--- src/rtl/pd_fetch_queue_pkg.sv ---
// pd_fetch_queue_pkg: shared types, NOP constant and RV32C decompressor for the fetch queue
package pd_fetch_queue_pkg;
  localparam logic [31:0] NOP = 32'h0000_0013;
  typedef struct packed {
    logic [31:0] instr;
    logic        illegal;
  } rvc_t;
  typedef struct packed {
    logic [31:0] instr;
    logic        illegal;
    logic [4:0]  rs1;
    logic [4:0]  rs2;
    logic [4:0]  rs3;
  } pd_decode_t;
  // RV32C integer subset; floating-point compressed forms decode as illegal.
  function automatic rvc_t rvc_decompress(input logic [15:0] c);
    rvc_t        r;
    logic [4:0]  rd, rs2, rdp, rs1p;
    logic [11:0] imm6;
    logic [20:1] j;
    logic [12:1] b;
    rd   = c[11:7];
    rs2  = c[6:2];
    rdp  = {2'b01, c[4:2]};
    rs1p = {2'b01, c[9:7]};
    imm6 = {{6{c[12]}}, c[12], c[6:2]};
    j    = {{9{c[12]}}, c[12], c[8], c[10:9], c[6], c[7], c[2], c[11], c[5:3]};
    b    = {{4{c[12]}}, c[12], c[6:5], c[2], c[11:10], c[4:3]};
    r.instr   = 32'h0;
    r.illegal = 1'b0;
    case ({c[15:13], c[1:0]})
      5'b000_00: begin
        r.instr   = {2'b00, c[10:7], c[12:11], c[5], c[6], 2'b00, 5'd2, 3'b000, rdp, 7'h13};
        r.illegal = c[12:5] == 8'h0;
      end
      5'b010_00: r.instr = {5'b0, c[5], c[12:10], c[6], 2'b00, rs1p, 3'b010, rdp, 7'h03};
      5'b110_00: r.instr = {5'b0, c[5], c[12], rdp, rs1p, 3'b010, c[11:10], c[6], 2'b00, 7'h23};
      5'b000_01: r.instr = {imm6, rd, 3'b000, rd, 7'h13};
      5'b001_01: r.instr = {j[20], j[10:1], j[11], j[19:12], 5'd1, 7'h6f};
      5'b010_01: r.instr = {imm6, 5'd0, 3'b000, rd, 7'h13};
      5'b011_01: begin
        r.instr   = (rd == 5'd2) ? {{3{c[12]}}, c[4:3], c[5], c[2], c[6], 4'b0, 5'd2, 3'b000, 5'd2, 7'h13}
                                 : {{15{c[12]}}, c[6:2], rd, 7'h37};
        r.illegal = {c[12], c[6:2]} == 6'h0;
      end
      5'b100_01: begin
        case (c[11:10])
          2'b00: r.instr = {7'b0000000, c[6:2], rs1p, 3'b101, rs1p, 7'h13};
          2'b01: r.instr = {7'b0100000, c[6:2], rs1p, 3'b101, rs1p, 7'h13};
          2'b10: r.instr = {imm6, rs1p, 3'b111, rs1p, 7'h13};
          default: r.instr = {(c[6:5] == 2'b00) ? 7'b0100000 : 7'b0000000, rdp, rs1p,
                              (c[6:5] == 2'b00) ? 3'b000 : (c[6:5] == 2'b01) ? 3'b100 : {1'b1, c[6:5]},
                              rs1p, 7'h33};
        endcase
        r.illegal = c[12] & (c[11:10] != 2'b10);
      end
      5'b101_01: r.instr = {j[20], j[10:1], j[11], j[19:12], 5'd0, 7'h6f};
      5'b110_01: r.instr = {b[12], b[10:5], 5'd0, rs1p, 3'b000, b[4:1], b[11], 7'h63};
      5'b111_01: r.instr = {b[12], b[10:5], 5'd0, rs1p, 3'b001, b[4:1], b[11], 7'h63};
      5'b000_10: begin
        r.instr   = {7'b0, c[6:2], rd, 3'b001, rd, 7'h13};
        r.illegal = c[12];
      end
      5'b010_10: begin
        r.instr   = {4'b0, c[3:2], c[12], c[6:4], 2'b00, 5'd2, 3'b010, rd, 7'h03};
        r.illegal = rd == 5'd0;
      end
      5'b100_10: begin
        if (!c[12]) r.instr = (rs2 == 5'd0) ? {12'b0, rd, 3'b000, 5'd0, 7'h67} : {7'b0, rs2, 5'd0, 3'b000, rd, 7'h33};
        else r.instr = (rs2 != 5'd0) ? {7'b0, rs2, rd, 3'b000, rd, 7'h33}
                     : (rd == 5'd0) ? 32'h0010_0073 : {12'b0, rd, 3'b000, 5'd1, 7'h67};
        r.illegal = ~c[12] & (rs2 == 5'd0) & (rd == 5'd0);
      end
      5'b110_10: r.instr = {4'b0, c[8:7], c[12], rs2, 5'd2, 3'b010, c[11:9], 2'b00, 7'h23};
      default: r.illegal = 1'b1;
    endcase
    return r;
  endfunction
endpackage

--- src/rtl/pd_fetch_queue_if.sv ---
// pd_fetch_queue_if: IF-side enqueue and ID-side dequeue handshake bundle for the fetch queue
// slave: queue view (i_* in, o_* out); master: surrounding pipeline view
interface pd_fetch_queue_if #(
  parameter int XLEN   = 32,
  parameter int DEPTH  = 4,
  parameter int META_W = 64
);
  logic                    i_flush;
  logic                    i_valid;
  logic                    o_ready;
  logic [15:0]             i_raw_parcel;
  logic [31:0]             i_spanning_instr;
  logic [31:0]             i_effective_instr;
  logic                    i_sel_nop;
  logic                    i_sel_spanning;
  logic                    i_sel_compressed;
  logic [XLEN-1:0]         i_pc;
  logic [XLEN-1:0]         i_link_address;
  logic [META_W-1:0]       i_meta;
  logic                    o_valid;
  logic                    i_ready;
  logic [31:0]             o_instruction;
  logic                    o_illegal_rvc;
  logic [4:0]              o_rs1_early;
  logic [4:0]              o_rs2_early;
  logic [4:0]              o_rs3_early;
  logic [XLEN-1:0]         o_pc;
  logic [XLEN-1:0]         o_link_address;
  logic [META_W-1:0]       o_meta;
  logic [$clog2(DEPTH):0]  o_count;
  modport slave (
    input  i_flush, i_valid, i_raw_parcel, i_spanning_instr, i_effective_instr,
           i_sel_nop, i_sel_spanning, i_sel_compressed, i_pc, i_link_address, i_meta, i_ready,
    output o_ready, o_valid, o_instruction, o_illegal_rvc, o_rs1_early, o_rs2_early,
           o_rs3_early, o_pc, o_link_address, o_meta, o_count
  );
  modport master (
    output i_flush, i_valid, i_raw_parcel, i_spanning_instr, i_effective_instr,
           i_sel_nop, i_sel_spanning, i_sel_compressed, i_pc, i_link_address, i_meta, i_ready,
    input  o_ready, o_valid, o_instruction, o_illegal_rvc, o_rs1_early, o_rs2_early,
           o_rs3_early, o_pc, o_link_address, o_meta, o_count
  );
endinterface

--- src/rtl/pd_fetch_queue_storage.sv ---
// pd_fetch_queue_storage: circular buffer with wrapping pointers, occupancy count and flush
// clk/rst_n async active-low; push/pop gated internally by full/empty; flush wins over both
module pd_fetch_queue_storage #(
  parameter  int DEPTH = 4,
  parameter  int W     = 8,
  localparam int PTR_W = $clog2(DEPTH)
) (
  input  logic           clk,
  input  logic           rst_n,
  input  logic           flush,
  input  logic           push,
  input  logic           pop,
  input  logic [W-1:0]   wdata,
  output logic [W-1:0]   rdata,
  output logic [PTR_W:0] count,
  output logic           full,
  output logic           empty
);
  logic [PTR_W-1:0] wr_ptr_q, wr_ptr_d, rd_ptr_q, rd_ptr_d;
  logic [PTR_W:0]   count_q, count_d;
  logic [W-1:0]     mem_q [DEPTH];
  logic             do_push, do_pop;
  assign full    = count_q == (PTR_W+1)'(DEPTH);
  assign empty   = count_q == '0;
  assign do_push = push & ~full & ~flush;
  assign do_pop  = pop & ~empty & ~flush;
  assign rdata   = mem_q[rd_ptr_q];
  assign count   = count_q;
  always_comb begin
    wr_ptr_d = flush ? '0 : wr_ptr_q + PTR_W'(do_push);
    rd_ptr_d = flush ? '0 : rd_ptr_q + PTR_W'(do_pop);
    count_d  = flush ? '0 : count_q + (PTR_W+1)'(do_push) - (PTR_W+1)'(do_pop);
  end
  always_ff @(posedge clk or negedge rst_n) begin
    if (!rst_n) begin
      wr_ptr_q <= '0;
      rd_ptr_q <= '0;
      count_q  <= '0;
    end else begin
      wr_ptr_q <= wr_ptr_d;
      rd_ptr_q <= rd_ptr_d;
      count_q  <= count_d;
    end
  end
  always_ff @(posedge clk) begin
    if (do_push) mem_q[wr_ptr_q] <= wdata;
  end
endmodule

--- src/rtl/pd_fetch_queue.sv ---
// pd_fetch_queue: pre-decode (RVC expand + select) at enqueue, DEPTH-entry queue between IF and ID
// i_clk, i_rst_n (async active-low); bus: pd_fetch_queue_if.slave handshakes, payload and o_count
// Optional PD_QUEUE_BYPASS_EN: empty queue forwards the incoming entry to the outputs combinationally
module pd_fetch_queue
  import pd_fetch_queue_pkg::*;
#(
  parameter int XLEN   = 32,
  parameter int DEPTH  = 4,
  parameter int META_W = 64
) (
  input logic             i_clk,
  input logic             i_rst_n,
  pd_fetch_queue_if.slave bus
);
  localparam int PTR_W = $clog2(DEPTH);
  typedef struct packed {
    logic [XLEN-1:0]   pc;
    logic [XLEN-1:0]   link;
    logic [META_W-1:0] meta;
    pd_decode_t        pd;
  } pd_queue_entry_t;
  rvc_t            rvc;
  logic [31:0]     sel_instr;
  pd_queue_entry_t enq_entry, rd_entry, head;
  logic [PTR_W:0]  count;
  logic            full, empty, bypass, push, pop, valid;
  assign rvc = rvc_decompress(bus.i_raw_parcel);
  always_comb begin
    sel_instr = bus.i_sel_nop ? NOP : bus.i_sel_spanning ? bus.i_spanning_instr
              : bus.i_sel_compressed ? rvc.instr : bus.i_effective_instr;
    enq_entry.pc   = bus.i_pc;
    enq_entry.link = bus.i_link_address;
    enq_entry.meta = bus.i_meta;
    enq_entry.pd   = '{instr: sel_instr,
                       illegal: bus.i_sel_compressed & ~bus.i_sel_nop & ~bus.i_sel_spanning & rvc.illegal,
                       rs1: sel_instr[19:15], rs2: sel_instr[24:20], rs3: sel_instr[31:27]};
  end
`ifdef PD_QUEUE_BYPASS_EN
  assign bypass = empty & bus.i_valid & ~bus.i_flush;
`else
  assign bypass = 1'b0;
`endif
  // A bypassed entry taken by ID in the same cycle never occupies a slot.
  assign push  = bus.i_valid & ~full & ~(bypass & bus.i_ready);
  assign pop   = ~empty & bus.i_ready;
  assign valid = ~empty | bypass;
  assign head  = bypass ? enq_entry : rd_entry;
  pd_fetch_queue_storage #(.DEPTH(DEPTH), .W($bits(pd_queue_entry_t))) u_storage (
    .clk   (i_clk),
    .rst_n (i_rst_n),
    .flush (bus.i_flush),
    .push  (push),
    .pop   (pop),
    .wdata (enq_entry),
    .rdata (rd_entry),
    .count (count),
    .full  (full),
    .empty (empty)
  );
  assign bus.o_ready        = ~full;
  assign bus.o_valid        = valid;
  assign bus.o_count        = count;
  assign bus.o_instruction  = valid ? head.pd.instr : NOP;
  assign bus.o_illegal_rvc  = valid & head.pd.illegal;
  assign bus.o_rs1_early    = valid ? head.pd.rs1 : '0;
  assign bus.o_rs2_early    = valid ? head.pd.rs2 : '0;
  assign bus.o_rs3_early    = valid ? head.pd.rs3 : '0;
  assign bus.o_pc           = valid ? head.pc : '0;
  assign bus.o_link_address = valid ? head.link : '0;
  assign bus.o_meta         = valid ? head.meta : '0;
endmodule

--- src/flat_wrapper.sv ---
// flat-port wrapper written by rule: the top's interface ports become plain ports
module pd_fetch_queue_flat import pd_fetch_queue_pkg::*;
#(
  parameter int XLEN   = 32,
  parameter int DEPTH  = 4,
  parameter int META_W = 64
)
  (i_clk, i_rst_n, bus_i_flush, bus_i_valid, bus_i_raw_parcel, bus_i_spanning_instr, bus_i_effective_instr, bus_i_sel_nop, bus_i_sel_spanning, bus_i_sel_compressed, bus_i_pc, bus_i_link_address, bus_i_meta, bus_i_ready, bus_o_ready, bus_o_valid, bus_o_instruction, bus_o_illegal_rvc, bus_o_rs1_early, bus_o_rs2_early, bus_o_rs3_early, bus_o_pc, bus_o_link_address, bus_o_meta, bus_o_count);
  pd_fetch_queue_if #(.XLEN(XLEN), .DEPTH(DEPTH), .META_W(META_W)) bus_i ();
  input logic i_clk;
  input logic i_rst_n;
  input wire logic [$bits(bus_i.i_flush)-1:0] bus_i_flush;
  input wire logic [$bits(bus_i.i_valid)-1:0] bus_i_valid;
  input wire logic [$bits(bus_i.i_raw_parcel)-1:0] bus_i_raw_parcel;
  input wire logic [$bits(bus_i.i_spanning_instr)-1:0] bus_i_spanning_instr;
  input wire logic [$bits(bus_i.i_effective_instr)-1:0] bus_i_effective_instr;
  input wire logic [$bits(bus_i.i_sel_nop)-1:0] bus_i_sel_nop;
  input wire logic [$bits(bus_i.i_sel_spanning)-1:0] bus_i_sel_spanning;
  input wire logic [$bits(bus_i.i_sel_compressed)-1:0] bus_i_sel_compressed;
  input wire logic [$bits(bus_i.i_pc)-1:0] bus_i_pc;
  input wire logic [$bits(bus_i.i_link_address)-1:0] bus_i_link_address;
  input wire logic [$bits(bus_i.i_meta)-1:0] bus_i_meta;
  input wire logic [$bits(bus_i.i_ready)-1:0] bus_i_ready;
  output wire logic [$bits(bus_i.o_ready)-1:0] bus_o_ready;
  output wire logic [$bits(bus_i.o_valid)-1:0] bus_o_valid;
  output wire logic [$bits(bus_i.o_instruction)-1:0] bus_o_instruction;
  output wire logic [$bits(bus_i.o_illegal_rvc)-1:0] bus_o_illegal_rvc;
  output wire logic [$bits(bus_i.o_rs1_early)-1:0] bus_o_rs1_early;
  output wire logic [$bits(bus_i.o_rs2_early)-1:0] bus_o_rs2_early;
  output wire logic [$bits(bus_i.o_rs3_early)-1:0] bus_o_rs3_early;
  output wire logic [$bits(bus_i.o_pc)-1:0] bus_o_pc;
  output wire logic [$bits(bus_i.o_link_address)-1:0] bus_o_link_address;
  output wire logic [$bits(bus_i.o_meta)-1:0] bus_o_meta;
  output wire logic [$bits(bus_i.o_count)-1:0] bus_o_count;
  assign bus_i.i_flush = bus_i_flush;
  assign bus_i.i_valid = bus_i_valid;
  assign bus_i.i_raw_parcel = bus_i_raw_parcel;
  assign bus_i.i_spanning_instr = bus_i_spanning_instr;
  assign bus_i.i_effective_instr = bus_i_effective_instr;
  assign bus_i.i_sel_nop = bus_i_sel_nop;
  assign bus_i.i_sel_spanning = bus_i_sel_spanning;
  assign bus_i.i_sel_compressed = bus_i_sel_compressed;
  assign bus_i.i_pc = bus_i_pc;
  assign bus_i.i_link_address = bus_i_link_address;
  assign bus_i.i_meta = bus_i_meta;
  assign bus_i.i_ready = bus_i_ready;
  assign bus_o_ready = bus_i.o_ready;
  assign bus_o_valid = bus_i.o_valid;
  assign bus_o_instruction = bus_i.o_instruction;
  assign bus_o_illegal_rvc = bus_i.o_illegal_rvc;
  assign bus_o_rs1_early = bus_i.o_rs1_early;
  assign bus_o_rs2_early = bus_i.o_rs2_early;
  assign bus_o_rs3_early = bus_i.o_rs3_early;
  assign bus_o_pc = bus_i.o_pc;
  assign bus_o_link_address = bus_i.o_link_address;
  assign bus_o_meta = bus_i.o_meta;
  assign bus_o_count = bus_i.o_count;
  pd_fetch_queue #(.XLEN(XLEN), .DEPTH(DEPTH), .META_W(META_W)) u_core (.i_clk(i_clk), .i_rst_n(i_rst_n), .bus(bus_i));
endmodule
--- config.mk ---
export PLATFORM = sky130hd
export DESIGN_NAME = pd_fetch_queue_flat
export DESIGN_NICKNAME = d
export VERILOG_FILES = /design/src/rtl/pd_fetch_queue_pkg.sv /design/src/rtl/pd_fetch_queue_if.sv /design/src/rtl/pd_fetch_queue_storage.sv /design/src/rtl/pd_fetch_queue.sv /design/src/flat_wrapper.sv
export SDC_FILE = /design/constraint.sdc
export NUM_CORES = 1
export LEC_CHECK = 0
export CAP_MARGIN = 20
export CORE_MARGIN = 2
export CORE_UTILIZATION = 34
export CTS_BUF_LIST = sky130_fd_sc_hd__clkbuf_4 sky130_fd_sc_hd__clkbuf_8
export DETAILED_ROUTE_END_ITERATION = 12
export GPL_TIMING_DRIVEN = 0
export REMOVE_ABC_BUFFERS = 1
export SKIP_LAST_GASP = 1
export SYNTH_ARGS = -nofsm -noshare
export SYNTH_HDL_FRONTEND = slang
export SYNTH_SLANG_ARGS = --single-unit
--- constraint.sdc ---
create_clock -name i_clk -period 12.8 [get_ports i_clk]
set_input_delay 2.56 -clock i_clk [delete_from_list [all_inputs] [get_ports i_clk]]
set_output_delay 2.56 -clock i_clk [all_outputs]
set_load 0.02 [all_outputs]
## Yosys cells after proc, flatten, opt, wreduce, memory -nomap -nowiden

Memory sizes are Yosys's and may differ from the RTL's.
Index checks and enable logic that the tools add are counted.

| storage, ports and cells | value |
|---|---|
| register bits | 7 |
| RAM bits | 704 |
| logic and storage cells | 83 |
| memories | 1 |

Memory list:

| name | depth | width | read ports | clocked after memory_dff | write ports | line | text |
|---|---|---|---|---|---|---|---|
| u_core.u_storage.mem_q | 4 | 176 | 1 | 0 | 1 | pd_fetch_queue_storage.sv:21 | `logic [W-1:0] mem_q [DEPTH];` |

| operators by class | value |
|---|---|
| add/sub/neg operators | 4 |
| eq/ne operators | 20 |
| mux-type cells | 26 |
| bitwise operators | 19 |
| reductions and logical operators | 10 |

Operators by type and width:

| kind | number |
|---|---|
| one-hot mux 32 bit (15 select lines) | 1 |
| two-way mux 32 bit | 8 |
| one-hot mux 32 bit (3 select lines) | 1 |
| two-way mux 64 bit | 1 |
| equality test 5 bit (second input constant) | 7 |
| two-way mux 29 bit | 1 |
| two-way mux 25 bit | 1 |
| two-way mux 21 bit | 1 |
| equality test 5 x 4 -> 1 bit (second input constant) | 4 |
| zero test 5 bit | 3 |
| two-way mux 5 bit | 3 |
| bitwise AND 1 bit | 13 |
| equality test 5 x 2 -> 1 bit (second input constant) | 2 |
| OR reduction 9 bit | 1 |
| zero test 8 bit | 1 |
| one-hot mux 1 bit (7 select lines) | 1 |
| zero test 6 bit | 1 |
| two-way mux 2 bit | 3 |
| two-way mux 3 bit | 2 |
| two-way mux 6 bit | 1 |
| NOT 1 bit | 6 |
| equality test 5 x 1 -> 1 bit (second input constant) | 1 |
| equality test 5 x 3 -> 1 bit (second input constant) | 1 |
| nonzero test 5 bit | 1 |
| 10 further kinds | 14 |

## Longest topological paths before layout

Gate-level depths: netlist of run 1.

| logic depth | value |
|---|---|
| depth in word-level cells | 8 |
| depth in mapped cells | 10 |
| gate-level depth less buffers | 10 |

## Hierarchy

A second synthesis of run 1 with hierarchy kept.

| second synthesis, totals | value |
|---|---|
| cell total of the unflattened synthesis | 1516 |
| area, all modules | 29218.0 um^2 |

Modules (own cells, without submodules):

| module | times used | cells each | area an instance (um^2) | seq. area each (um^2) |
|---|---|---|---|---|
| pd_fetch_queue_storage | 1 | 956 | 25812.3 | 21315.4 |
| pd_fetch_queue | 1 | 560 | 3405.8 | 0.0 |

## Worst setup path after synthesis of run 1

Ideal clock, no wire load.

| timing path | value |
|---|---|
| path kind | input-to-reg |
| start | input bus_i_flush |
| end | memory u_core.u_storage.mem_q[0][100] in the netlist's numbering, enable pin |
| library setup time | 0.879 ns |
| arrival time | 13.611 ns |
| data required time | 11.921 ns |
| slack | -1.690 ns |
| stages on the path | 2 |
| path through | nand3b_1 nor3_1 |

| between the ends | value |
|---|---|
| word-level cells in the longest chain between the ends | 4 |

RTL lines:

| item | line | text |
|---|---|---|
| from (decl) | flat_wrapper.sv:12 | `input wire logic [$bits(bus_i.i_flush)-1:0] bus_i_flush;` |
| NOT 1 bit | pd_fetch_queue_storage.sv:25 | `assign do_push = push & ~full & ~flush;` |
| bitwise AND 1 bit | pd_fetch_queue_storage.sv:25 |  |
| two-way mux 1 bit | pd_fetch_queue_storage.sv:46 | `if (do_push) mem_q[wr_ptr_q] <= wdata;` |
| two-way mux 1 bit (implied by the code) | pd_fetch_queue_storage.sv:46 |  |
| to (decl) | pd_fetch_queue_storage.sv:21 |  |

Every way passes these cells.

## Final worst setup path of run 1

| timing path | value |
|---|---|
| start | register u_core.u_storage.rd_ptr_q[0] |
| end | output bus_o_link_address[0] |

| between the ends | value |
|---|---|
| word-level cells in the longest chain between the ends | 2 |

RTL lines:

| item | line | text |
|---|---|---|
| from (decl) | pd_fetch_queue_storage.sv:19 | `logic [PTR_W-1:0] wr_ptr_q, wr_ptr_d, rd_ptr_q, rd_ptr_d;` |
| from (signal assigned) | pd_fetch_queue_storage.sv:41 | `rd_ptr_q <= rd_ptr_d;` |
| memory read (4 x 176 bit) | n/a |  |
| two-way mux 32 bit | pd_fetch_queue.sv:69 | `assign bus.o_link_address = valid ? head.link : '0;` |
| to (decl) | flat_wrapper.sv:32 | `output wire logic [$bits(bus_i.o_link_address)-1:0] bus_o_link_address;` |

Every way passes these cells.

==> reports/results.tsv, run 1 <==
stage	metric	value	unit
status	outcome	completed	
hold_path	worstHoldPathCells	2	
sta	max_clock_freq	163	MHz
hold_path	hold_class	reg2reg	
setup_path	reg2reg_depth	10	
placement	gp_routability_congestion	0.840	
logic_synthesis	synth-warning-count	0	
setup_path	timing.reg2reg.setup_slack	9960	ps
clock_tree	clk_pin_slew	60	ps
layout	fin_nets	2118	
logic_synthesis	synthesized_instance_count	1448	
setup_path	worst-endpoint-required	10240	ps
setup_path	worstReg2RegEnd	u_core.u_storage.mem_q[0][170]$_DFFE_PP_	
floorplan	number_of_cell_rows	103	
logic_synthesis	netlist_area	26900	sq um
global_route	globalRouteTotalUtil	16.6	%
sta	timing.final.crit_share	48.0	%
clock_tree	cts_tree	done	
logic_synthesis	netlist.top_cell.by_area	sky130_fd_sc_hd__edfxtp_1	
logic_synthesis	yosysTopAreaCellShare	72.0	%
floorplan	io_pins	397	
logic_synthesis	seq_area_frac_synth	72.6	%
sta	report.final.slew_viol_count	0	
floorplan	die_width	285	um
hold_path	hold_path_end	u_core.u_storage.count[2]$_DFF_PN0_	
power_and_ir_drop	power_per_cell_area	174	nW/um^2
sta	fin_setup_tns	0	ps
setup_path	regToRegStartpoint	u_core.u_storage.count[1]$_DFF_PN0_	
setup_path	setup.worst_path.start_class	register	
sta	max_slew_margin	28.2	%
logic_synthesis	mean_instance_size_in_the_synthesized_netlist	18.6	sq um
logic_synthesis	yosys_most_used_dff	sky130_fd_sc_hd__edfxtp_1	
flow_run	maxCapViolCount	0	
sta	timing.final.setup_violations	0	
sta	layout_min_cycle_time	6140	ps
setup_path	critPathMaxFanout	39	
logic_synthesis	number_of_synthesized_flops_with_an_enable_pin	644	
routing	drt-pass1-iter-count	5	
routing	vias_per_cell	4.99	
placement	place.port_buffers	396	
power_and_ir_drop	worst_ir_drop_vdd	0.000143	V
logic_synthesis	synth-async-reset-ratio	1.08	%
routing	routed_wl	68200	um
routing	vias	15200	
global_route	first_global_vias	16400	
placement	hpwlAfterDp	45100	um
global_route	grt_first_pass_wirelength	102000	um
routing	antenna_violating_nets_post_route	0	
clock_tree	htree_levels	3	
global_route	initial_antenna_violation_count	10	
sta	max_slew.worst_pin.slew	1070	ps
sta	finClkSkew	41.2	ps
hold_path	min_from	u_core.u_storage.count[1]$_DFF_PN0_	
layout	post-route-util	44.3	%
floorplan	initial_utilization	34.2	%
setup_path	setup.worst_path.start	u_core.u_storage.rd_ptr_q[0]$_DFF_PN0_	
global_route	grt_max_degree	98	
logic_synthesis	ys_seq_elements	651	
routing	wl_per_cell	22.4	um
floorplan	die_area	81300	sq um
clock_tree	setup_repair_bufs_after_cts	0	
clock_tree	clkLatencyLatePin	700	ps
sta	rsz0062_at_grt	false	
logic_synthesis	yosys.cell_types.count	76	
clock_tree	post_cts_resize_count	0	
global_route	gr-total-overflow	0	
routing	drc	0	
layout	synthToLayoutAreaGrowth	29.7	%
floorplan	fp.coreArea	78600	sq um
routing	initialDrtViolationCount	998	
clock_tree	post_cts_hold_buffer_count	0	
setup_path	timing.critical_path.to_type	primary output	
clock_tree	cts_root_buf	sky130_fd_sc_hd__clkbuf_8	
setup_path	critical_path_class	reg2out	
clock_tree	clock_sink_count	651	
clock_tree	cts_made_buffers	109	
floorplan	die_y	285	um
layout	filler_cell_count	6955	
sta	final-hold-violation-count	0	
layout	post_route_cells_drive_above_1_share	20.8	%
logic_synthesis	synth.area.top_cells	sky130_fd_sc_hd__edfxtp_1 72%, sky130_fd_sc_hd__mux4_2 13%, sky130_fd_sc_hd__and2_1 3.8%, sky130_fd_sc_hd__a21oi_1 1.0%, sky130_fd_sc_hd__clkbuf_1 0.74%	
power_and_ir_drop	power.static_leakage	0.0110	uW
setup_path	arrival	3580	ps
clock_tree	clockBufferDepth	3	
==> worst max-delay path, cell delays in order, from the launching register on <==
cell and delay (ps):
sky130_fd_sc_hd__dfrtp_4 810, sky130_fd_sc_hd__buf_16 330, sky130_fd_sc_hd__buf_16 320, sky130_fd_sc_hd__mux4_2 540, sky130_fd_sc_hd__and2_1 170, sky130_fd_sc_hd__clkdlybuf4s50_1 600
==> layer usage <==
| layer | global-route usage (%) | vias to the layer above | part of all wire (%) |
|---|---|---|---|
| li1 | - | 6745 | - |
| met3 | 4.01 | 132 | 6.6 |
| met2 | 28.3 | 524 | 50 |
| met5 | 0 | - | 0.072 |
| met4 | 6.06 | 8 | 2.5 |
| met1 | 20.6 | 7787 | 41 |
==> worst max path at each step <==
stage                                               end  slack [ps]  depth (start not counted)
4_1_cts                           bus_o_link_address[0]        6480                          5
3_3_place_gp   u_core.u_storage.mem_q[0][147]$_DFFE_PP_      -13410                          3
6_report                          bus_o_link_address[0]        6660                          5
3_5_place_dp    u_core.u_storage.mem_q[0][39]$_DFFE_PP_        6350                          4
5_1_grt                                  bus_o_meta[50]        6390                          5
2_1_floorplan  u_core.u_storage.mem_q[0][100]$_DFFE_PP_       -1690                          2
==> layout by cell type (no fill, tap or decap), types with 4 or more instances in the layout <==
| cell type | n |
|---|---|
| sky130_fd_sc_hd__buf_6 | 15 |
| sky130_fd_sc_hd__or3_1 | 5 |
| sky130_fd_sc_hd__a221oi_1 | 9 |
| sky130_fd_sc_hd__bufinv_16 | 6 |
| sky130_fd_sc_hd__buf_12 | 12 |
| sky130_fd_sc_hd__and2_1 | 162 |
| sky130_fd_sc_hd__nor3b_1 | 4 |
| sky130_fd_sc_hd__buf_16 | 15 |
| sky130_fd_sc_hd__o21ai_1 | 4 |
| sky130_fd_sc_hd__clkinv_2 | 6 |
| sky130_fd_sc_hd__diode_2 | 5 |
| sky130_fd_sc_hd__clkbuf_8 | 110 |
| sky130_fd_sc_hd__a31oi_1 | 6 |
| sky130_fd_sc_hd__a211oi_1 | 16 |
| sky130_fd_sc_hd__nand2_1 | 43 |
| sky130_fd_sc_hd__o211ai_1 | 11 |
| sky130_fd_sc_hd__clkinv_1 | 32 |
| sky130_fd_sc_hd__ha_1 | 4 |
| sky130_fd_sc_hd__o21ai_0 | 26 |
| sky130_fd_sc_hd__o22ai_1 | 4 |
| sky130_fd_sc_hd__xnor2_1 | 4 |
| sky130_fd_sc_hd__clkbuf_4 | 42 |
| sky130_fd_sc_hd__nor2b_1 | 10 |
| sky130_fd_sc_hd__or2_2 | 7 |
| sky130_fd_sc_hd__nand3_1 | 12 |
| sky130_fd_sc_hd__inv_1 | 22 |
| sky130_fd_sc_hd__clkdlybuf4s50_1 | 394 |
| sky130_fd_sc_hd__nor3_1 | 13 |
| sky130_fd_sc_hd__a2111oi_0 | 6 |
| sky130_fd_sc_hd__clkinvlp_4 | 4 |
| sky130_fd_sc_hd__buf_4 | 4 |
| sky130_fd_sc_hd__edfxtp_1 | 644 |
| sky130_fd_sc_hd__mux4_2 | 161 |
| sky130_fd_sc_hd__a21oi_1 | 54 |
| sky130_fd_sc_hd__dfrtp_1 | 5 |
| sky130_fd_sc_hd__and3_1 | 7 |
| sky130_fd_sc_hd__nor2_1 | 29 |
==> cell usage after synthesis (10+ instances only) <==
master	count
sky130_fd_sc_hd__a211oi_1	16
sky130_fd_sc_hd__a21oi_1	54
sky130_fd_sc_hd__and2_1	162
sky130_fd_sc_hd__buf_1	13
sky130_fd_sc_hd__buf_2	25
sky130_fd_sc_hd__buf_4	15
sky130_fd_sc_hd__clkbuf_1	53
sky130_fd_sc_hd__edfxtp_1	644
sky130_fd_sc_hd__inv_1	23
sky130_fd_sc_hd__mux4_2	161
sky130_fd_sc_hd__nand2_1	43
sky130_fd_sc_hd__nand3_1	12
sky130_fd_sc_hd__nor2_1	31
sky130_fd_sc_hd__nor2b_1	10
sky130_fd_sc_hd__nor3_1	14
sky130_fd_sc_hd__o211ai_1	11
sky130_fd_sc_hd__o21ai_0	26
==> stage by stage <==
step                      hold slack [ps]  total power (uW)  area [sq um]  setup slack, ps  instances
after floorplan                       563              3440         26400            -1690       1340
after global placement                585              4380         31600           -13410       2786
after detailed placement              619              4250         32500             6350       2832
after CTS                             631              6160         34800             6480       3034
after global routing                  663              6320         34800             6390       3043
final                                 641              6050         34800             6660       3043
==> sequential cells by signal, indices dropped and copies added (netlist names) <==
signal                     count
u_core.u_storage.mem_q       644
u_core.u_storage.count         3
u_core.u_storage.rd_ptr_q      2
u_core.u_storage.wr_ptr_q      2
==> area by class of cell <==
class	count	area [sq um]	share of cell area [%]
clock inverter	50	418	1.20
multi-input combinational	663	6780	19.5
clock buffer	152	1830	5.25
antenna	5	12.5	0.0359
tap	1050	1310	3.77
inverter	26	103	0.294
sequential	651	19500	56.0
timing repair buffer	446	4870	14.0
==> logic make-up (layout without fill, tap and decap cells) <==
logic type      Yosys count  count (layout)  synth area share, %
xor+xnor                  4               4                0.130
compound gates          169             169                 4.16
fa+ha+maj                 6               6                0.298
flops                   651             651                 72.6
simple gates            321             321                 6.97
mux                     163             163                 13.6
other cells               0               5                    0
buf+inv                 134             674                 2.25
==> power breakdown <==
part           total (uW)  internal (uW)  switching [uW]
sequential           2470           2440            33.1
combinational        1700            810             894
clock                1870           1050             822
(Power assumes the default switching activity.)
==> inputs of run 2 (changes only) <==
clock period = 4.9 ns   (was 12.8 ns; I/O delays follow)
==> results of run 2 <==
Same layout as run 1 (identical final DEF). Status: completed.
Main changes from that run: setup slack after placement 6350 ps -> 32.8 ps; setup slack after layout 6660 ps -> 338 ps; hold slack 641 ps -> 549 ps; register-to-register setup slack 9960 ps -> 2060 ps; total power 6050 uW -> 15800 uW; worst IR drop on VDD 0.000143 V -> 0.000372 V
==> inputs of run 3 (changes only) <==
ABC_AREA = 0   (was default)
==> results of run 3 <==
Same layout as run 1 (identical final DEF). Status: completed.
Main changes from that run: setup slack after placement 6350 ps -> 32.8 ps; setup slack after layout 6660 ps -> 338 ps; hold slack 641 ps -> 549 ps; register-to-register setup slack 9960 ps -> 2060 ps; total power 6050 uW -> 15800 uW; worst IR drop on VDD 0.000143 V -> 0.000372 V
